### config.mk
export PLATFORM = sky130hd
export DESIGN_NAME = ram_arbiter_flat
export DESIGN_NICKNAME = d
export VERILOG_FILES = /design/src/rtl/cpu_types_pkg.sv /design/src/rtl/ram_arbiter_if.sv /design/src/rtl/ram_arbiter_rr_picker.sv /design/src/rtl/ram_arbiter.sv /design/src/flat_wrapper.sv
export SDC_FILE = /design/constraint.sdc
export NUM_CORES = 1
export LEC_CHECK = 0
export ABC_AREA = 0
export BUFFER_PORTS_ARGS = -buffer_cell sky130_fd_sc_hd__buf_2
export CAP_MARGIN = 30
export CELL_PAD_IN_SITES_DETAIL_PLACEMENT = 1
export CELL_PAD_IN_SITES_GLOBAL_PLACEMENT = 1
export CORE_AREA = 2 2 169 171
export DETAILED_ROUTE_END_ITERATION = 7
export DIE_AREA = 0 0 171 173
export GPL_ROUTABILITY_DRIVEN = 0
export HOLD_SLACK_MARGIN = 0.03
export PLACE_DENSITY = 0.55
export SYNTH_ARGS = -nofsm -noshare
export SYNTH_HDL_FRONTEND = slang
export SYNTH_HIERARCHICAL = 1
export SYNTH_SLANG_ARGS = --single-unit
### constraint.sdc
create_clock -name CLK -period 1.85 [get_ports CLK]
set_clock_uncertainty 0.05 [all_clocks]
set_input_delay 0.0925 -clock CLK [delete_from_list [all_inputs] [get_ports CLK]]
set_output_delay 0.0925 -clock CLK [all_outputs]
set_load 0.01 [all_outputs]
### src/rtl/cpu_types_pkg.sv
// Shared types for the core/RAM side of the memory system.
// Provides the RAM word and status types plus the arbiter state and
// requester class encodings.
package cpu_types_pkg;

    typedef logic [31:0] word_t;

    typedef enum logic [1:0] {
        FREE   = 2'd0,
        BUSY   = 2'd1,
        ACCESS = 2'd2,
        ERROR  = 2'd3
    } ramstate_t;

    typedef enum logic {
        IDLE  = 1'b0,
        GRANT = 1'b1
    } arb_state_t;

    // Order is the arbitration priority: writes, then data reads, then fetches.
    typedef enum logic [1:0] {
        SRC_DW = 2'd0,
        SRC_DR = 2'd1,
        SRC_I  = 2'd2
    } src_class_t;

    // Index width that stays at least one bit for single-entry ranges.
    function automatic int clog2_min1(input int n);
        return (n > 1) ? $clog2(n) : 1;
    endfunction

endpackage

### src/rtl/ram_arbiter_if.sv
// Bundle of the cache-side request ports and the RAM-side port of the arbiter.
//   cache side : iREN/iaddr, dREN/dWEN/daddr/dstore in; iwait/dwait/iload/dload out
//   RAM side   : ramstate/ramload in; ramREN/ramWEN/ramaddr/ramstore out
// slave  = arbiter view, master = caches + RAM view.
interface ram_arbiter_if #(parameter int CPUS = 2);
    import cpu_types_pkg::*;

    logic [CPUS-1:0]  iREN;
    word_t [CPUS-1:0] iaddr;
    logic [CPUS-1:0]  dREN;
    logic [CPUS-1:0]  dWEN;
    word_t [CPUS-1:0] daddr;
    word_t [CPUS-1:0] dstore;
    logic [CPUS-1:0]  iwait;
    logic [CPUS-1:0]  dwait;
    word_t [CPUS-1:0] iload;
    word_t [CPUS-1:0] dload;

    ramstate_t ramstate;
    word_t     ramload;
    logic      ramREN;
    logic      ramWEN;
    word_t     ramaddr;
    word_t     ramstore;

    modport slave (
        input  iREN, iaddr, dREN, dWEN, daddr, dstore, ramstate, ramload,
        output iwait, dwait, iload, dload, ramREN, ramWEN, ramaddr, ramstore
    );

    modport master (
        output iREN, iaddr, dREN, dWEN, daddr, dstore, ramstate, ramload,
        input  iwait, dwait, iload, dload, ramREN, ramWEN, ramaddr, ramstore
    );

endinterface

### src/rtl/ram_arbiter_rr_picker.sv
// Combinational round-robin select: the first requesting core at or after
// the rr pointer wins, returned one-hot.
//   req   : per-core request vector
//   rr    : core index where the search starts
//   grant : one-hot winner, all zero when nothing is requested
module rr_picker #(
    parameter int CPUS = 2,
    parameter int RW   = 1
) (
    input  logic [CPUS-1:0] req,
    input  logic [RW-1:0]   rr,
    output logic [CPUS-1:0] grant
);

    logic          found;
    logic [RW-1:0] idx;

    always_comb begin
        grant = '0;
        found = 1'b0;
        idx   = '0;
        for (int i = 0; i < CPUS; i++) begin
            idx = RW'((int'(rr) + i) % CPUS);
            if (!found && req[idx]) begin
                grant[idx] = 1'b1;
                found      = 1'b1;
            end
        end
    end

endmodule

### src/rtl/ram_arbiter.sv
// Shares one single-ported RAM between the I and D ports of CPUS cores.
// A winner is registered in IDLE and holds the RAM in GRANT until its word,
// or its BURST-word data block, completes.
//   CLK, nRST : clock, synchronous active-low reset
//   bus       : cache request/response signals and the RAM port
//
// state | meaning
// IDLE  | RAM outputs quiet; pick a winner for next cycle
// GRANT | RAM driven by the registered winner until done or abandoned
module ram_arbiter
    import cpu_types_pkg::*;
#(
    parameter int CPUS  = 2,
    parameter int BURST = 2
) (
    input logic           CLK,
    input logic           nRST,
    ram_arbiter_if.slave  bus
);

    localparam int RW = clog2_min1(CPUS);
    localparam int BW = clog2_min1(BURST);
    localparam logic [BW-1:0] LAST_BEAT = BW'(BURST - 1);

    arb_state_t    state, state_nxt;
    src_class_t    cls, cls_nxt;
    logic [RW-1:0] core, core_nxt;
    logic [RW-1:0] rr, rr_nxt, rr_inc;
    logic [BW-1:0] beat, beat_nxt;

    logic [CPUS-1:0] dw_oh, dr_oh, i_oh;
    logic            src_en;
    logic [CPUS-1:0] iwait_c, dwait_c;
    word_t [CPUS-1:0] iload_c, dload_c;

    // A core raising both dREN and dWEN is served as a write.
    rr_picker #(.CPUS(CPUS), .RW(RW)) u_pick_dw (.req(bus.dWEN),             .rr(rr), .grant(dw_oh));
    rr_picker #(.CPUS(CPUS), .RW(RW)) u_pick_dr (.req(bus.dREN & ~bus.dWEN), .rr(rr), .grant(dr_oh));
    rr_picker #(.CPUS(CPUS), .RW(RW)) u_pick_i  (.req(bus.iREN),             .rr(rr), .grant(i_oh));

    function automatic logic [RW-1:0] oh2idx(input logic [CPUS-1:0] oh);
        oh2idx = '0;
        for (int i = 0; i < CPUS; i++)
            if (oh[i]) oh2idx = RW'(i);
    endfunction

    always_ff @(posedge CLK) begin
        if (!nRST) begin
            state <= IDLE;
            cls   <= SRC_DW;
            core  <= '0;
            beat  <= '0;
            rr    <= '0;
        end else begin
            state <= state_nxt;
            cls   <= cls_nxt;
            core  <= core_nxt;
            beat  <= beat_nxt;
            rr    <= rr_nxt;
        end
    end

    assign rr_inc = (core == RW'(CPUS - 1)) ? '0 : core + 1'b1;

    always_comb begin
        state_nxt    = state;
        cls_nxt      = cls;
        core_nxt     = core;
        beat_nxt     = beat;
        rr_nxt       = rr;
        src_en       = 1'b0;
        iwait_c      = '1;
        dwait_c      = '1;
        iload_c      = '0;
        dload_c      = '0;
        bus.ramREN   = 1'b0;
        bus.ramWEN   = 1'b0;
        bus.ramaddr  = '0;
        bus.ramstore = '0;

        case (state)
            IDLE: begin
                if (|dw_oh) begin
                    core_nxt  = oh2idx(dw_oh);
                    cls_nxt   = SRC_DW;
                    state_nxt = GRANT;
                end else if (|dr_oh) begin
                    core_nxt  = oh2idx(dr_oh);
                    cls_nxt   = SRC_DR;
                    state_nxt = GRANT;
                end else if (|i_oh) begin
                    core_nxt  = oh2idx(i_oh);
                    cls_nxt   = SRC_I;
                    state_nxt = GRANT;
                end
            end

            GRANT: begin
                case (cls)
                    SRC_DW: begin
                        src_en       = bus.dWEN[core];
                        bus.ramWEN   = src_en;
                        bus.ramaddr  = bus.daddr[core];
                        bus.ramstore = bus.dstore[core];
                    end
                    SRC_DR: begin
                        src_en       = bus.dREN[core];
                        bus.ramREN   = src_en;
                        bus.ramaddr  = bus.daddr[core];
                        bus.ramstore = bus.dstore[core];
                    end
                    default: begin
                        src_en       = bus.iREN[core];
                        bus.ramREN   = src_en;
                        bus.ramaddr  = bus.iaddr[core];
                    end
                endcase

                if (!src_en) begin
                    // Requester gave up: release the RAM, still pass the turn on.
                    state_nxt = IDLE;
                    beat_nxt  = '0;
                    rr_nxt    = rr_inc;
                end else if (bus.ramstate == ACCESS) begin
                    if (cls == SRC_I) begin
                        iwait_c[core] = 1'b0;
                        iload_c[core] = bus.ramload;
                    end else begin
                        dwait_c[core] = 1'b0;
                        dload_c[core] = bus.ramload;
                    end
                    if (cls == SRC_I || beat == LAST_BEAT) begin
                        state_nxt = IDLE;
                        beat_nxt  = '0;
                        rr_nxt    = rr_inc;
                    end else begin
                        beat_nxt = beat + 1'b1;
                    end
                end
                // BUSY/FREE/ERROR: keep the request on the RAM and wait.
            end

            default: state_nxt = IDLE;
        endcase
    end

    assign bus.iwait = iwait_c;
    assign bus.dwait = dwait_c;
    assign bus.iload = iload_c;
    assign bus.dload = dload_c;

endmodule

### src/flat_wrapper.sv
// flat-port wrapper written by rule: the top's interface ports become plain ports
module ram_arbiter_flat import cpu_types_pkg::*;
#(
    parameter int CPUS  = 2,
    parameter int BURST = 2
)
  (CLK, nRST, bus_iREN, bus_iaddr, bus_dREN, bus_dWEN, bus_daddr, bus_dstore, bus_ramstate, bus_ramload, bus_iwait, bus_dwait, bus_iload, bus_dload, bus_ramREN, bus_ramWEN, bus_ramaddr, bus_ramstore);
  ram_arbiter_if #(.CPUS(CPUS)) bus_i ();
  input logic CLK;
  input logic nRST;
  input wire logic [$bits(bus_i.iREN)-1:0] bus_iREN;
  input wire logic [$bits(bus_i.iaddr)-1:0] bus_iaddr;
  input wire logic [$bits(bus_i.dREN)-1:0] bus_dREN;
  input wire logic [$bits(bus_i.dWEN)-1:0] bus_dWEN;
  input wire logic [$bits(bus_i.daddr)-1:0] bus_daddr;
  input wire logic [$bits(bus_i.dstore)-1:0] bus_dstore;
  input wire logic [$bits(bus_i.ramstate)-1:0] bus_ramstate;
  input wire logic [$bits(bus_i.ramload)-1:0] bus_ramload;
  output wire logic [$bits(bus_i.iwait)-1:0] bus_iwait;
  output wire logic [$bits(bus_i.dwait)-1:0] bus_dwait;
  output wire logic [$bits(bus_i.iload)-1:0] bus_iload;
  output wire logic [$bits(bus_i.dload)-1:0] bus_dload;
  output wire logic [$bits(bus_i.ramREN)-1:0] bus_ramREN;
  output wire logic [$bits(bus_i.ramWEN)-1:0] bus_ramWEN;
  output wire logic [$bits(bus_i.ramaddr)-1:0] bus_ramaddr;
  output wire logic [$bits(bus_i.ramstore)-1:0] bus_ramstore;
  assign bus_i.iREN = bus_iREN;
  assign bus_i.iaddr = bus_iaddr;
  assign bus_i.dREN = bus_dREN;
  assign bus_i.dWEN = bus_dWEN;
  assign bus_i.daddr = bus_daddr;
  assign bus_i.dstore = bus_dstore;
  assign bus_i.ramstate = bus_ramstate;
  assign bus_i.ramload = bus_ramload;
  assign bus_iwait = bus_i.iwait;
  assign bus_dwait = bus_i.dwait;
  assign bus_iload = bus_i.iload;
  assign bus_dload = bus_i.dload;
  assign bus_ramREN = bus_i.ramREN;
  assign bus_ramWEN = bus_i.ramWEN;
  assign bus_ramaddr = bus_i.ramaddr;
  assign bus_ramstore = bus_i.ramstore;
  ram_arbiter #(.CPUS(CPUS), .BURST(BURST)) u_core (.CLK(CLK), .nRST(nRST), .bus(bus_i));
endmodule
After elaboration in Yosys (flattened, before gate mapping)
Cells that the tools add are included.
{"block": "op_classes", "n_addsub": 3, "order_cmp": 6, "eq_ne": 5, "mux": 90, "n_bitwise": 8, "reduce_logical": 19}
{"operator": "$mux 64", "n": 8}
{"operator": "$mux 32", "n": 11}
{"operator": "$and 64x64->64", "n": 1}
{"operator": "$mux 1", "n": 47}
{"operator": "$mux 2", "n": 17}
{"operator": "$demux 32 s1", "n": 1}
{"operator": "$reduce_or 2->1", "n": 4}
{"operator": "$logic_and 1x1->1", "n": 6}
{"operator": "$lt 1x2->1 const B", "n": 3}
{"operator": "$or 2x2->2", "n": 3}
{"operator": "$pmux 1 s2", "n": 3}
{"operator": "$eq 2x2->1 const B", "n": 2}
{"operator": "$ne 2x1->1 const B", "n": 2}
{"operator": "$not 2->2", "n": 2}
{"operator": "$reduce_and 2->1", "n": 2}
{"operator": "$add 1x1->1 const B", "n": 3}
{"operator": "$demux 1 s1", "n": 3}
{"operator": "$ge 1x1->1 const B", "n": 3}
{"operator": "$logic_not 1->1", "n": 3}
{"operator": "$reduce_and 3->1", "n": 1}
{"operator": "$reduce_bool 3->1", "n": 1}
{"operator": "$and 2x2->2", "n": 1}
{"operator": "$eq 2x1->1 const B", "n": 1}
{"operator": "$logic_not 2->1", "n": 1}
{"operator": "2 further kinds", "n": 2}
{"block": "totals", "reg_bits": 6, "input_bits": 234, "output_inout_bits": 198, "wordCells": 136}

Longest topological paths before layout
Gate-level depths: netlist of run 1.
{"block": "logic_depth", "ltp_word": 12, "mapped_depth": 6, "depth_no_buf": 6}

Hierarchy
Netlist of run 1, hierarchy kept.
{"module": "ram_arbiter", "instances": 1, "cells_each": 363, "area_each_um2": 2850.2, "seq_area_each_um2": 120.1}
{"module": "rr_picker", "instances": 3, "cells_each": 3, "area_each_um2": 18.8, "seq_area_each_um2": 0.0}

Least setup slack after synthesis of run 1
No wires, ideal clock.
{"block": "synth_timing", "kind": "reg2out", "startpoint": "register u_core.core", "endpoint": "output bus_ramaddr[10]", "arrival_time_ns": 1.445, "t_required_ns": 1.707, "path_slack_ns": 0.263, "path_stages_with_launch": 6, "path_buffers": 3, "path_cell_list": "dfxtp_1 buf_4 buf_6 buf_6 mux4_2 and2_1"}
{"block": "synth_between", "elab_chain_cells": 4, "elab_cells_between_ends": 6, "cone_classes": "6 x mux"}
{"element": "from (decl)", "line": "ram_arbiter.sv:27", "text": "logic [RW-1:0] core, core_nxt;"}
{"element": "from (signal assigned)", "line": "ram_arbiter.sv:57", "text": "core <= core_nxt;"}
{"element": "$mux 32 (on tied branches) (2 in series)", "line": "ram_arbiter.sv:115, ram_arbiter.sv:103, ram_arbiter.sv:109"}
{"element": "$mux 32 (*)"}
{"element": "$mux 32 (*)", "line": "ram_arbiter.sv:81", "text": "case (state)"}
{"element": "to (decl)", "line": "flat_wrapper.sv:25", "text": "output wire logic [$bits(bus_i.ramaddr)-1:0] bus_ramaddr;"}
Mark *: on every way between the ends. The rest lies on a longest branch, timed or not. The select of a mux whose other input is x is not followed.

Worst setup path in the final report of run 1
{"block": "layout_timing", "startpoint": "register u_core.core", "endpoint": "output bus_dload[6]"}
{"block": "layout_between", "elab_chain_cells": 9, "elab_cells_between_ends": 18, "cone_classes": "2 x order compare; 14 x mux; 1 x bitwise; 1 x reduce/logical"}
{"element": "$lt 1x2->1 (implied by the code) / $ge 1x1->1 (equally long branches)", "line": "ram_arbiter.sv:130", "text": "dload_c[core] = bus.ramload;"}
{"element": "$logic_and 1x1->1 (implied by the code)", "line": "ram_arbiter.sv:130"}
{"element": "$mux 32 (implied by the code)", "line": "ram_arbiter.sv:130"}
{"element": "$demux 32 s1"}
{"element": "$and 64x64->64 (no source line)"}
{"element": "$mux 64", "line": "ram_arbiter.sv:125", "text": "if (cls == SRC_I) begin"}
{"element": "$mux 64", "line": "ram_arbiter.sv:124", "text": "end else if (bus.ramstate == ACCESS) begin"}
{"element": "$mux 64 (*)", "line": "ram_arbiter.sv:119", "text": "if (!src_en) begin"}
{"element": "$mux 64 (*)", "line": "ram_arbiter.sv:81"}
{"element": "to (decl)", "line": "flat_wrapper.sv:22", "text": "output wire logic [$bits(bus_i.dload)-1:0] bus_dload;"}
Marks and branches as above.

==> impl_metrics.toml, run 1 <==
[status]
status = "complete, but fails checks"
violations = "setup timing"

[global_routing]
grt-ovfl-total = 0
grt_pass1_vias = 4919
grt_pass1_wl_um = 29100
grtUsageMet3 = 0.0240
grt_use_total = 0.126
antenna_found_initial = 3
grt_use_met1 = 0.138
grt_max_degree = 67
grt_most_used_layer = "met2"
met2_usage = 0.246

[power_and_ir_drop]
p_switching_uw = 1260
p_sw_frac = 0.432
ir_worst_vdd_mv = 0.201
comb_power_share = 0.811
clkPwrFrac = 0.129
p_int_uw = 1650
leakage_uw = 0.00384
p_seq_frac = 0.061
p_per_area_nw_per_um2 = 432
p_total_uw = 2910

[worst_setup_path]
rr_worst_depth = 6
required_ns = 1.71
slowest_delay_ns = 0.39
path_class = "flop to primary output"
worstReg2RegEnd = "u_core/rr$_SDFFE_PN0P_"
path_max_fanout = 8
crit_chain = "mux2i_4, a221oi_4, buf_12, clkbuf_16, and3_4, buf_6"
r2r-start = "u_core/core$_SDFFE_PN0P_"
crit_family = "buffers and inverters"
worstPathArrival_ns = 1.85
critPathSlowestCell = "dfxtp_4"
rrSetupSlack_ns = 0.15
cp-end-kind = "primary output"
startpoint_type = "flop"
critPathBufInv = 3

[die]
dieHeight_um = 173
core_sq_um = 27600
ioPinCount = 432
initial_utilization = 0.105
die_w_um = 171
fp.dieArea_sq_um = 29600
rows = 61

[sta]
hold_viol = 0
slew_headroom = 0.754
max_freq_mhz = 502
whs_ns = 0.0846
setup_viol_count_final = 147
worst_slack_ns = -0.141
final_min_period_over_clock_period = 1.08
maxSlewViolCount = 0
fin_crit_ns = 1.99
grt_setup_unrepaired = "yes"
tightest_slew_ns = 0.366

[routing]
wl_per_cell_um = 21.4
ant_nets = 0
via_count = 4951
drt-total-wl_um = 25400
vias_per_cell = 4.16
drc = 0
firstDrtPassIters = 4
first_iter_violations = 170

[finish]
stdcell_area_sq_um = 6730
n_fill_cell = 3366
final_cell_mix = "389 x buf_2, 105 x and3_1, 50 x buf_6"
syn_to_final_growth_pct = 132
fin_nets = 1044
drive_gt1_frac = 0.708
multiInputGateArea_sq_um = 2740
final_common_cell = "buf_2"
seq_area_sq_um = 126

[logic_synthesis]
yosys_warnings = 6
synth_edf_count = 0
synthCells = 372
synth_top_area_cell = "and3_1"
synth_area_sq_um = 2910
async_reset_ff_frac = 0
avgSynthCellArea_sq_um = 7.81
synth_fp_nets = 606
synth.top_cells.by_area = "and3_1 28%, mux4_2 25%, mux2i_1 12%"
ys_ff_latch = 6
synth_cell_type_count = 32
ys.flop_type = "dfxtp_1"
yosysSeqAreaShare = 0.0413
yosysTopAreaCellShare = 0.278

[clock_network]
htree_num_levels = 1
clock-sinks = 6
hold_buffers = 0
cts_root_buf = "clkbuf_16"
clkSlewWorstSetupHoldPaths_ns = 0.04
cts_inserted_buffers = 3
clockBufferDepth = 2
insertion_delay_ns = 0.23
cts_tree = "yes"

[worst_hold_path]
hold_class = "input pin to flop"
min_to = "u_core/cls[1]$_SDFFE_PN0P_"
min_path_cells = 3
hold_path_startpoint = "nRST"

[placed_design]
port_buffers = 431
hpwl_um = 17200
dpl-instance-area_sq_um = 5490

[job]
drv_cap = 0
==> synthesized netlist by cell type (all sizes together), types with 2 or more instances <==
master  instances
a21boi          6
a21oi           3
and2           36
and3          129
buf            18
clkbuf         29
dfxtp           6
inv            13
mux2i          36
mux4           32
nand2           5
nor2           35
nor2b           4
nor3            4
o211a           2
o21ai           4
==> flip-flops by register name, summed over array words and instances (netlist names) <==
signal,flops
u_core/rr,1
u_core/core,1
u_core/beat,1
u_core/cls,2
u_core/state,1
==> per-stage QoR <==
stage | setup WS [ns] | setup TNS, ns | utilization | instances
6_report | -0.141 | -12.20 | 0.244 | 1190
5_1_grt | -0.193 | -21.72 | 0.243 | 1189
4_1_cts | -0.133 | -11.99 | 0.206 | 1153
3_5_place_dp | 0.113 | 0 | 0.199 | 1148
3_3_place_gp | 0.112 | 0 | 0.199 | 1148
2_1_floorplan | 0.263 | 0 | - | 372
==> worst register-to-register path: stages (launching register included) <==
cell and delay (ns):
dfxtp_4 0.43, buf_4 0.15, clkbuf_16 0.14, mux2i_1 0.19
nand2_1 0.10, a31oi_1 0.35, mux2i_1 0.22
==> cells by family after synthesis <==
family,after synthesis,synth area share
flip-flops,6,0.0413
AO/OA/AOI/OAI,21,0.0525
multiplexers,68,0.372
AND/OR/NAND/NOR,217,0.432
buffers and inverters,60,0.102
==> timing repair <==
item / 4_1_cts / 5_1_grt
gates cloned: 1 / 23
endpoints found under the setup margin: 121 / 180
setup buffers: 0 / 11
hold endpoints to repair: 0 / 0
resized for setup: 18 / 108
pin swaps: 2 / 14
==> cell type report <==
type,instances,share of cell area
diodes,3,0.00112
repair buffers,480,0.483
well taps,378,0.0703
multi-input cells,306,0.408
inverters,13,0.00762
clock buffers,4,0.0117
flip-flops and latches,6,0.0188
==> layer usage <==
layer,part of all wire,wire length [um]
met5,0,0
met4,0.027,682
met2,0.53,13400
met3,0.079,2000
met1,0.37,9350
==> how the worst max path moves through the flow <==
stage | start | endpoint | slack [ns] | cells past startpoint
after CTS | u_core/core$_SDFFE_PN0P_ | bus_ramaddr[11] | -0.13 | 4
final | u_core/core$_SDFFE_PN0P_ | bus_dload[6] | -0.14 | 6
after global routing | u_core/core$_SDFFE_PN0P_ | bus_dload[19] | -0.19 | 6
after detailed placement | u_core/core$_SDFFE_PN0P_ | bus_ramaddr[25] | 0.11 | 4
after floorplan | u_core/core$_SDFFE_PN0P_ | bus_ramaddr[10] | 0.26 | 5
after global placement | u_core/core$_SDFFE_PN0P_ | bus_ramaddr[25] | 0.11 | 4
==> power groups by stage <==
stage	sequential, uW	clock (uW)	combinational (uW)
6_report	177	375	2360
5_1_grt	182	385	2500
4_1_cts	174	377	1840
3_5_place_dp	170	0	1740
3_3_place_gp	168	0	1730
2_1_floorplan	155	0	977
Power figures use the tool's default switching activity.
==> inputs of run 2 (changes only) <==
==> constraint.sdc (replaced) <==
create_clock -name CLK -period 1.85 [get_ports CLK]
set_clock_uncertainty 0.05 [all_clocks]
set_input_delay 0.37 -clock CLK [delete_from_list [all_inputs] [get_ports CLK]]
set_output_delay 0.37 -clock CLK [all_outputs]
set_load 0.01 [all_outputs]
==> run 2 against run 1 <==
The run still ends with setup timing left. Flip-flop and latch count unchanged. First-iteration DRC count decreased by 15%. Global-route usage up 3.0 points. Die area unchanged. Critical path depth is the same. Design area increased by 18%. Critical path type unchanged. Critical endpoint is now bus_dload[59]. Largest cell class unchanged. Largest power group unchanged.
==> impl_metrics.toml, run 2 (same netlist as run 1, synthesis figures left out) <==
[status]
status = "complete, but fails checks"
violations = "setup timing"

[clock_network]
htree_num_levels = 1
clockBufferDepth = 2
cts_inserted_buffers = 3
cts_tree = "yes"
hold_buffers = 0
clock-sinks = 6
clkSlewWorstSetupHoldPaths_ns = 0.04
cts_root_buf = "clkbuf_16"
insertion_delay_ns = 0.23

[routing]
drt-total-wl_um = 27700
first_iter_violations = 145
via_count = 5214
wl_per_cell_um = 22.8
vias_per_cell = 4.28
firstDrtPassIters = 4
drc = 0
ant_nets = 0

[sta]
fin_crit_ns = 2.26
whs_ns = 0.384
setup_viol_count_final = 197
worst_slack_ns = -0.411
maxSlewViolCount = 0
tightest_slew_ns = 0.463
final_min_period_over_clock_period = 1.22
max_freq_mhz = 442
hold_viol = 0
grt_setup_unrepaired = "yes"
slew_headroom = 0.689

[worst_setup_path]
r2r-start = "u_core/cls[0]$_SDFFE_PN0P_"
critPathBufInv = 3
startpoint_type = "flop"
worstPathArrival_ns = 1.84
path_common_cell = "buf_6"
slowest_delay_ns = 0.37
path_max_fanout = 8
path_class = "flop to primary output"
rrSetupSlack_ns = 0.10
crit_chain = "mux2i_4, a221oi_4, buf_6, clkbuf_16, and3_4, buf_6"
required_ns = 1.43
rr_worst_depth = 6
critPathSlowestCell = "dfxtp_4"
cp-end-kind = "primary output"
worstReg2RegEnd = "u_core/state$_SDFF_PN0_"
crit_family = "buffers and inverters"

[finish]
largest_reg_flops = 2
largest-register = "u_core/cls"
final_util = 0.286
syn_to_final_growth_pct = 172
fin_nets = 1073
final_cell_mix = "353 x buf_2, 83 x buf_6, 73 x and3_4"
final_common_cell = "buf_2"
drive_gt1_frac = 0.785
n_fill_cell = 3284
final_cells = 1217

[die]
ioPinCount = 432
core_sq_um = 27600
dieHeight_um = 173
fp.dieArea_sq_um = 29600
die_w_um = 171
initial_utilization = 0.105
rows = 61

[placed_design]
port_buffers = 431
place_inst = 1159
hpwl_um = 17800

[power_and_ir_drop]
p_sw_frac = 0.424
p_per_area_nw_per_um2 = 414
p_int_uw = 1890
p_switching_uw = 1390
p_total_uw = 3270
clkPwrFrac = 0.114
comb_power_share = 0.834
ir_worst_vdd_mv = 0.165
leakage_uw = 0.00404
p_seq_frac = 0.053

[global_routing]
grt-ovfl-total = 0
antenna_found_initial = 4
grt_max_degree = 39
grt_use_total = 0.156
grt_pass1_wl_um = 34500
grt_pass1_vias = 5461

[worst_hold_path]
hold_class = "input pin to flop"
min_to = "u_core/rr$_SDFFE_PN0P_"
min_path_cells = 3
hold_path_startpoint = "nRST"

[job]
drv_cap = 0
-- run 2: cell types whose count changed in the layout (fill, tap and decap cells not counted), sizes merged --
cell	change
clkbuf	+1
bufbuf	+2
buf	+26
diode	-2
-- run 2: tightest hold or removal path: stages --
cell and delay [ns]:
buf_2 0.12, nand2_1 0.06, mux2i_1 0.06
-- run 2: through the flow --
stage               setup TNS [ns]  cell area (sq um)  setup slack, ns
floorplan                   -0.294               2910          -0.0147
global placement            -20.60               5590           -0.193
detailed placement          -19.34               5590           -0.184
CTS                         -52.03               6830           -0.388
global route                -67.49               7910           -0.485
finish                      -54.33               7910           -0.411
-- run 2: final cells by class --
| cell class | instances | area [sq um] | share of cell area |
|---|---|---|---|
| antenna | 1 | 2.50 | 0.000316 |
| timing repair buffer | 509 | 4060 | 0.513 |
| clock buffer | 4 | 78.8 | 0.00996 |
| inverter | 13 | 56.3 | 0.00712 |
| tap | 378 | 473 | 0.0598 |
| multi-input combinational | 306 | 3110 | 0.394 |
| sequential | 6 | 130 | 0.0164 |
-- run 2: power by group through the flow --
stage | combinational, uW | clock [uW] | sequential [uW]
6_report | 2730 | 372 | 173
5_1_grt | 2880 | 390 | 177
4_1_cts | 2180 | 379 | 172
3_5_place_dp | 1790 | 0 | 173
3_3_place_gp | 1790 | 0 | 172
2_1_floorplan | 977 | 0 | 155
-- run 2: per-layer routing --
layer	track usage	up-vias	share of wire
met5	0	-	0
met4	0.0413	0	0.033
met3	0.0284	49	0.075
met2	0.303	319	0.53
met1	0.171	2526	0.36
li1	-	2320	-
-- run 2: worst max-delay path by stage --
stage | startpoint | to | slack, ns | cells past startpoint
finish | u_core/core$_SDFFE_PN0P_ | bus_dload[59] | -0.41 | 6
global route | u_core/core$_SDFFE_PN0P_ | bus_dload[49] | -0.49 | 6
CTS | u_core/core$_SDFFE_PN0P_ | bus_dload[3] | -0.39 | 6
detailed placement | bus_dWEN[0] | bus_dload[26] | -0.18 | 6
global placement | bus_dWEN[1] | bus_dwait[1] | -0.19 | 7
floorplan | u_core/core$_SDFFE_PN0P_ | bus_ramaddr[10] | -0.01 | 5
-- run 2: timing repair --
| item | in CTS | in global routing |
|---|---|---|
| gates resized for setup | 121 | 147 |
| setup endpoints to repair | 198 | 202 |
| pin swaps | 20 | 27 |
| gates cloned | 19 | 15 |
| setup buffers | 15 | 8 |
==> inputs of run 3 (changes only) <==
- BUFFER_PORTS_ARGS: -buffer_cell sky130_fd_sc_hd__buf_2 -> -buffer_cell sky130_fd_sc_hd__buf_4
==> run 3 against run 2 <==
The flow still finishes with violations (setup timing). Combinational power is 5% lower. Sequential power hardly changed. Final cell count is 2.7% lower. Non-clock buffer count is 34 lower. Clock-buffer cell count stayed put. Fmax is 1.5% higher. Largest power group unchanged. Design area is 4.0% lower. Flip-flop and latch count stayed put. Critical path type unchanged. Worst setup slack better by 0.033 ns. Register-to-register slack worse by 0.02 ns. First-iteration DRC count is 6.2% lower. Total power is 4.1% lower.
==> impl_metrics.toml, run 3 (same netlist as run 1, synthesis figures left out) <==
[routing]
via_count = 4866
drc = 0
firstDrtPassIters = 4
first_iter_violations = 136
vias_per_cell = 4.11
drt-total-wl_um = 24700
ant_nets = 0
wl_per_cell_um = 20.9

[worst_setup_path]
critPathSlowestCell = "mux4_2"
rr_worst_depth = 6
cp_num_cells = 5
startpoint = "u_core/core$_SDFFE_PN0P_"
critPathBufInv = 3
worstPathArrival_ns = 1.81
endpoint = "bus_ramaddr[28]"
worstReg2RegEnd = "u_core/state$_SDFF_PN0_"
cp-end-kind = "primary output"
startpoint_type = "flop"
r2r-start = "u_core/core$_SDFFE_PN0P_"
crit_chain = "buf_6, buf_12, mux4_2, and2_4, buf_6"
rrSetupSlack_ns = 0.08
path_common_cell = "buf_6"
slowest_delay_ns = 0.55
crit_family = "multiplexers"
path_class = "flop to primary output"
path_max_fanout = 5
required_ns = 1.43

[clock_network]
cts_tree = "yes"
cts_inserted_buffers = 3
clockBufferDepth = 2
cts_root_buf = "clkbuf_16"
hold_buffers = 0
htree_num_levels = 1
insertion_delay_ns = 0.23
clkSlewWorstSetupHoldPaths_ns = 0.04
clock-sinks = 6

[finish]
drive_gt1_frac = 0.703
fin_nets = 1039
final_cell_mix = "419 x buf_4, 117 x and3_1, 35 x nor2_1"
stdcell_area_sq_um = 7590
largest_reg_flops = 2
syn_to_final_growth_pct = 161
final_common_cell = "buf_4"
largest-register = "u_core/cls"

[worst_hold_path]
hold_class = "input pin to flop"

[placed_design]
dpl-instance-area_sq_um = 6690
dp_slack_ns = -0.226
hpwl_um = 18500
port_buffers = 431

[sta]
final_min_period_over_clock_period = 1.20
max_freq_mhz = 449
hold_viol = 0
fin_crit_ns = 2.23
slew_headroom = 0.695
worst_slack_ns = -0.377
tightest_slew_ns = 0.454
grt_setup_unrepaired = "yes"
maxSlewViolCount = 0
setup_viol_count_final = 198

[die]
dieHeight_um = 173
ioPinCount = 432
fp.dieArea_sq_um = 29600
core_sq_um = 27600
rows = 61
initial_utilization = 0.105
die_w_um = 171

[power_and_ir_drop]
p_total_uw = 3140
p_per_area_nw_per_um2 = 413
comb_power_share = 0.827
clkPwrFrac = 0.118
leakage_uw = 0.00402
p_sw_frac = 0.397
ir_worst_vdd_mv = 0.251
p_int_uw = 1890
p_switching_uw = 1250
p_seq_frac = 0.055

[global_routing]
grtUsageMet3 = 0.0330
grt_pass1_wl_um = 32800
grt-ovfl-total = 0
grt_max_degree = 37
antenna_found_initial = 2
grt_pass1_vias = 5164
grt_most_used_layer = "met2"
met2_usage = 0.270
grt_use_total = 0.145
grt_use_met1 = 0.166

[job]
drv_cap = 0

[status]
status = "complete, but fails checks"
violations = "setup timing"
-- run 3: worst min path at each step --
stage / endpoint / depth (start not counted) / start / slack, ns
2_1_floorplan: u_core/beat$_SDFFE_PN0P_ / 2 / u_core/beat$_SDFFE_PN0P_ / 0.42
3_3_place_gp: u_core/beat$_SDFFE_PN0P_ / 2 / u_core/beat$_SDFFE_PN0P_ / 0.45
3_5_place_dp: u_core/beat$_SDFFE_PN0P_ / 2 / u_core/beat$_SDFFE_PN0P_ / 0.44
4_1_cts: u_core/cls[1]$_SDFFE_PN0P_ / 3 / nRST / 0.37
5_1_grt: u_core/rr$_SDFFE_PN0P_ / 3 / nRST / 0.39
6_report: u_core/cls[1]$_SDFFE_PN0P_ / 3 / nRST / 0.37
-- run 3: power by group through the flow --
stage | sequential (uW) | combinational, uW | clock [uW]
CTS | 171 | 2370 | 377
detailed placement | 172 | 2090 | 0
floorplan | 155 | 977 | 0
global placement | 172 | 2090 | 0
finish | 174 | 2590 | 369
global route | 177 | 2750 | 382
-- run 3: worst min-delay path, stage by stage --
cell and delay [ns]:
buf_4 0.13, o21ai_0 0.07, a21oi_1 0.04
-- run 3: routing by layer --
layer,share of wire,wire (um)
met3,0.087,2160
met5,0,0
met2,0.52,13000
met1,0.37,9200
met4,0.017,410
-- run 3: area by class of cell --
class / count / area (sq um)
inverter: 13 / 51.3
multi-input combinational: 306 / 2800
fill: 3313 / 20000
antenna: 2 / 5.00
tap: 378 / 473
sequential: 6 / 126
clock buffer: 4 / 78.8
timing repair buffer: 475 / 4070
-- run 3: what timing repair did --
action	CTS	global route
cloned	5	9
pin swaps	6	5
buffers inserted	2	4
endpoints found under the setup margin	196	200
gates resized for setup	59	50
-- run 3: metrics by stage --
step	TNS [ns]	std cells	util	hold slack, ns
after CTS	-52.86	1171	0.258	0.372
after global routing	-67.12	1184	0.275	0.393
after floorplan	-0.294	372	-	0.415
final	-54.58	1184	0.275	0.370
after global placement	-19.97	1160	0.242	0.454
after detailed placement	-18.90	1160	0.242	0.441
